--- src/rtl/rsa_ct_serializer.sv ---
// Byte serializer for completed RSA ciphertexts: captures on the ct_valid rising edge and streams
// the ciphertext out over valid/ready. Define RSA_SER_CRC_EN to append a CRC-8 trailer byte.
module rsa_ct_serializer #(
    parameter int WIDTH     = 256,
    parameter bit MSB_FIRST = 1'b1
) (
    input  logic             clk,
    input  logic             reset,
    input  logic [WIDTH-1:0] ct_in,
    input  logic             ct_valid,
    output logic [7:0]       m_data,
    output logic             m_valid,
    input  logic             m_ready,
    output logic             m_last,
    output logic             busy,
    output logic             overflow
);
    localparam int NBYTES = WIDTH / 8;
    localparam int CW     = (NBYTES > 1) ? $clog2(NBYTES) : 1;

`ifdef RSA_SER_CRC_EN
    typedef enum logic [1:0] {IDLE, SEND, CRC} state_t;
`else
    typedef enum logic {IDLE, SEND} state_t;
`endif

    state_t           state;
    logic [WIDTH-1:0] shreg;
    logic [WIDTH-1:0] shreg_next;
    logic [CW-1:0]    cnt;
    logic             ct_valid_q;
    logic             cap;
    logic             hs;
    logic             last_ct;

    // The byte on the wire always sits at the leading end of shreg; advancing drops it.
    function automatic logic [7:0] lead_byte(input logic [WIDTH-1:0] v);
        return MSB_FIRST ? v[WIDTH-1 -: 8] : v[7:0];
    endfunction

    function automatic logic [WIDTH-1:0] advance(input logic [WIDTH-1:0] v);
        return MSB_FIRST ? (v << 8) : (v >> 8);
    endfunction

`ifdef RSA_SER_CRC_EN
    logic [7:0] crc;

    // CRC-8, poly 0x07, MSB-first, init 0, no reflection or final XOR.
    function automatic logic [7:0] crc8_byte(input logic [7:0] c_in, input logic [7:0] d);
        logic [7:0] c;
        c = c_in ^ d;
        for (int i = 0; i < 8; i++)
            c = c[7] ? ((c << 1) ^ 8'h07) : (c << 1);
        return c;
    endfunction
`endif

    assign cap        = ct_valid & ~ct_valid_q;
    assign hs         = m_valid & m_ready;
    assign last_ct    = (cnt == CW'(NBYTES - 1));
    assign shreg_next = advance(shreg);

    // NOTE: every register here updates with <= so all reads in this block see pre-edge values.
    always_ff @(posedge clk) begin
        if (reset) begin
            state      <= IDLE;
            // NOTE: the frame buffer is a plain register, so it is cleared like any other state.
            shreg      <= '0;
            cnt        <= '0;
            ct_valid_q <= 1'b0;
            m_data     <= 8'h00;
            m_valid    <= 1'b0;
            m_last     <= 1'b0;
            busy       <= 1'b0;
            overflow   <= 1'b0;
`ifdef RSA_SER_CRC_EN
            crc        <= 8'h00;
`endif
        end else begin
            ct_valid_q <= ct_valid;

            // A new result arriving while a frame is still owned (even on its final beat) is lost.
            if (cap && state != IDLE)
                overflow <= 1'b1;

            case (state)
                IDLE: begin
                    if (cap) begin
                        shreg   <= ct_in;
                        m_data  <= lead_byte(ct_in);
                        m_valid <= 1'b1;
`ifdef RSA_SER_CRC_EN
                        m_last  <= 1'b0;
                        crc     <= 8'h00;
`else
                        m_last  <= (NBYTES == 1);
`endif
                        busy    <= 1'b1;
                        cnt     <= '0;
                        state   <= SEND;
                    end
                end

                SEND: begin
                    if (hs) begin
`ifdef RSA_SER_CRC_EN
                        crc <= crc8_byte(crc, m_data);
`endif
                        if (last_ct) begin
`ifdef RSA_SER_CRC_EN
                            m_data <= crc8_byte(crc, m_data);
                            m_last <= 1'b1;
                            state  <= CRC;
`else
                            m_valid <= 1'b0;
                            m_last  <= 1'b0;
                            busy    <= 1'b0;
                            state   <= IDLE;
`endif
                        end else begin
                            cnt    <= cnt + 1'b1;
                            shreg  <= shreg_next;
                            m_data <= lead_byte(shreg_next);
`ifdef RSA_SER_CRC_EN
                            m_last <= 1'b0;
`else
                            m_last <= (cnt == CW'(NBYTES - 2));
`endif
                        end
                    end
                end

`ifdef RSA_SER_CRC_EN
                CRC: begin
                    if (hs) begin
                        m_valid <= 1'b0;
                        m_last  <= 1'b0;
                        busy    <= 1'b0;
                        state   <= IDLE;
                    end
                end
`endif

                default: state <= IDLE;
            endcase
        end
    end

endmodule

--- config.mk ---
export PLATFORM = sky130hd
export DESIGN_NAME = rsa_ct_serializer
export DESIGN_NICKNAME = d
export VERILOG_FILES = /design/src/rtl/rsa_ct_serializer.sv
export SDC_FILE = /design/constraint.sdc
export NUM_CORES = 1
export LEC_CHECK = 0
export ABC_AREA = 1
export BUFFER_PORTS_ARGS = -buffer_cell sky130_fd_sc_hd__clkbuf_2
export CAP_MARGIN = 20
export CORE_ASPECT_RATIO = 0.75
export CORE_MARGIN = 1.5
export CORE_UTILIZATION = 59
export DETAILED_ROUTE_END_ITERATION = 8
export MAX_ROUTING_LAYER = met4
export PLACE_DENSITY = 0.87
export SLEW_MARGIN = 20
export SYNTH_ARGS = -nofsm -noshare
export SYNTH_HDL_FRONTEND = slang
export SYNTH_SLANG_ARGS = --single-unit
--- constraint.sdc ---
create_clock -name clk -period 5.5 [get_ports clk]
set_input_delay 1.65 -clock clk [delete_from_list [all_inputs] [get_ports clk]]
set_output_delay 1.65 -clock clk [all_outputs]
set_load 0.03 [all_outputs]
After elaboration in Yosys (flattened, before gate mapping)
Index checks and enable logic that the tools add are counted.
- bits in registers: 266
- bits of input ports: 260
- output and inout port bits: 12
- word-level logic and storage cells: 47
- add/sub/neg operators: 1
- equality and inequality tests: 6
- multiplexer cells: 24
- bitwise operators: 4
- reduce and logical (&&, ||, !) cells: 4
- operators with widths (cell ; number):
    $mux 248 ; 3
    $pmux 248 s2 ; 1
    $mux 8 ; 3
    $pmux 8 s2 ; 1
    $mux 5 ; 3
    $eq 5x5->1 const B ; 2
    $pmux 5 s2 ; 1
    $mux 1 ; 9
    $pmux 1 s2 ; 3
    $reduce_and 3->1 ; 2
    $add 5x1->5 const B ; 1
    $ne 2x1->1 const B ; 2
    $ne 2x2->1 const B ; 2
    $and 1x1->1 ; 2
    $not 1->1 ; 2
    $reduce_and 2->1 ; 1
    $logic_and 1x1->1 ; 1

Longest topological paths before layout
- depth in word-level cells: 4
- depth in mapped cells: 10
- depth with buffers taken out: 9

Worst setup path after synthesis
OpenSTA, ideal clock, no wires.
- path kind: input to register
- from: input port reset
- to: register shreg[206]
- library setup time: 0.132 ns
- arrival: 2.480 ns
- data required time: 5.368 ns
- path slack: 2.888 ns
- cell stages on the path: 4
- buffers on the path: 3
- path through: clkbuf_1 -> clkbuf_1 -> clkbuf_1 -> a21oi_1
- RTL lines (item ; RTL line ; text):
    from (decl) ; 8 ; input logic reset,
    to (signal assigned) ; 89 ; shreg <= ct_in;
    to (signal assigned) ; 122 ; shreg <= shreg_next;
    to (decl) ; 28 ; logic [WIDTH-1:0] shreg;
No word-level cell between the ends.

Final worst setup path
- from: register cnt[0]
- to: register shreg[188]
- cells in the longest elaborated chain, start to end: 3
- ends and longest elaborated chain (item ; RTL line ; text):
    from (decl) ; 30 ; logic [CW-1:0] cnt;
    from (signal assigned) ; 121 ; cnt <= cnt + 1'b1;
    $eq 5x5->1 ; 60 ; assign last_ct = (cnt == CW'(NBYTES - 1));
    $ne 2x2->1 (no line) ; - ;
    $reduce_and 3->1 (no line) ; - ;
Every way passes these cells.
A chain may end at the register's enable or synchronous reset.

==> results.cfg <==
[route]
via_per_inst = 5.540
drtAntennaViolNets = 0
wl_per_cell_um = 14.40
drt_wl_total_mm = 35.55
drt_iter0_drc = 1699
drc_errors = 0
vias = 13672
dr.pass1.iters = 6

[sta]
finalMaxSlewViolations = 0
worst_slack_ps = 1740
fmax_mhz = 265.9
fin_crit_sh_pct = 68.37
relSlewSlack_pct = 24.87
worstMarginPinSlew_ps = 1127
hold_viol_final = 0
rsz0062_at_grt = false
final.setup_skew_ps = 15.94
fin_crit_ps = 3760
final-setup-viol-count = 0
totalNegativeSetupSlack_ps = 0

[synth]
ys_seq_elements = 266
yosys.area_share.simple_pct = 40.96
synthAdderAreaFrac_pct = 0.2921
synth_mux_area_share_pct = 0
synth_top_family_by_area = simple AND/OR/NAND/NOR gates
synth_compound_area_share_pct = 10.34
synth_xor_area_share_pct = 0
syn_area_um2 = 12850
syn_nets = 2283
synthCells = 2020
yosys_warnings = 0
yosysSeqAreaShare_pct = 41.43
synth_cell_type_count = 20
syn_avg_cell_area_um2 = 6.363

[clocking]
root_buffer = clkbuf_16
cts_resized = 0
cts_inserted_buffers = 27
h-tree-depth = 1
cts_setup_buffers = 0
cts_hold_buffers = 0
clkLatencyLatePin_ps = 530
cts_tree = done
clk_pin_slew_ps = 70
clockBufferDepth = 3
cts_sinks = 266

[power_and_ir_drop]
ir_drop_mv = 0.1818
power_density_nw_per_um2 = 318.1
power.leakage_nw = 6.882

[layout]
regArea_um2 = 5329
layout-drive-gt1-share_pct = 15.34
layout_commonest_cell = nand2_1
layout_common_cells = 1019 x nand2_1, 270 x clkbuf_2, 265 x dfxtp_1
postLayoutCoreUtil_pct = 69.67
syn2layout_area_growth_pct = 15.13
multi_input_area_um2 = 6656
finalInstanceArea_um2 = 14800
fillers = 1790
nNetsFinal = 2423

[floorplanning]
fp.dieH_um = 130.8
std_cell_rows = 46
chipWidth_um = 173.4
boundaryPins = 272
dieArea_um2 = 22690
initial_core_util_pct = 60.52
core_area_um2 = 21240

[global_route]
grt_max_degree = 170
grt_pass1_wl_mm = 57.23
track_usage_pct = 31.08
antenna_found_initial = 2
overflow = 0
grt_pass1_vias = 11989

[worst_hold_path]
hold_class = reg -> reg

[place]
numPortBuffers = 271
dp_hpwl_mm = 21.56
gp_congestion = 0.8658
dpl_cell_area_um2 = 13860
dp_slack_ps = 1429

[setup_path]
crit_fanout = 169
crit_path_start_kind = flop
critical_path.max_stage_delay_ps = 1000
endpoint_kind = flop
cp_top_family = simple AND/OR/NAND/NOR gates
crit_buf_inv = 1
crit_chain = ha_1 -> nand2_1 -> nor2_1 -> ha_1 -> nand2_8 -> nand2_8 -> buf_4 -> nand2_1 -> a21oi_1
required_ps = 5940
cp_slowest_cell = nand2_8
cp.arrival_ps = 4200
crit_type = reg -> reg

[outcome]
status = finished clean

[run]
cap_violations = 0
[tightest hold or removal path: stages (launching register included)]
cell	delay, ps
dfxtp_1	310
nand2_1	60
a21oi_1	50
[layout make-up]
cell class	instances	share of cell area [%]
multi-input combinational	1569	44.99
clock buffer	37	5.361
tap	288	2.435
inverter	14	0.3890
clock inverter	10	0.8879
timing repair buffer	282	9.893
antenna	2	0.03382
sequential	266	36.01
[Yosys cell counts, drive strengths merged]
cell type	n	area share [%]
nand2	1022	30
dfxtp	266	41
a21oi	261	10
nand3	259	10
buf	111	4.8
clkbuf	60	1.8
inv	14	0.41
nor2	12	0.35
nand3b	5	0.29
ha	3	0.29
o21ai	3	0.12
nor3	2	0.078
nand4	1	0.049
o21a	1	0.058
[final timing paths]
path	startpoint	endpoint	slack, ps	depth (start not counted)
worst max-delay path	cnt[0]	shreg[188]	1740	9
worst min-delay path	shreg[173]	shreg[173]	460	2
worst max register to register	cnt[0]	shreg[188]	1740	9
worst min register to register	shreg[173]	shreg[173]	460	2
[metrics by stage]
| stage | power (mW) | hold slack (ps) | instances |
|---|---|---|---|
| global route | 4.896 | 471.2 | 2468 |
| detailed placement | 2.815 | 452.1 | 2419 |
| global placement | 2.799 | 447.5 | 2419 |
| floorplan | 2.621 | 440.3 | 2020 |
| CTS | 4.706 | 461.7 | 2466 |
| finish | 4.707 | 460.4 | 2468 |
[registers in the layout, indices dropped and copies added (netlist names)]
name and flops:
busy 1, cnt 5, ct_valid_q 1, m_data 8, m_last 1, overflow 1, shreg 248, state 1
[kinds of logic after synthesis]
| kind of cell | Yosys count |
|---|---|
| AOI/OAI and AO/OA | 265 |
| adders and majority gates | 3 |
| buffers and inverters | 185 |
| DFF | 266 |
| and+or+nand+nor | 1301 |
[per-layer routing]
layer  vias to the layer above  track usage (%)  routed length (µm)
met5                         -                -                   0
met4                         0            9.003                 889
met3                        73            4.485                3171
met2                       620            48.74               16220
met1                      6231            42.03               15270
li1                       6748                -                   -
[where the power goes]
part	switching (mW)	total (mW)	internal, mW
registers	0.0736	2.12	2.04
clock network	0.773	1.92	1.15
logic	0.434	0.671	0.238
total	1.28	4.71	3.43
Note: power is estimated with default switching activity, not from simulation.
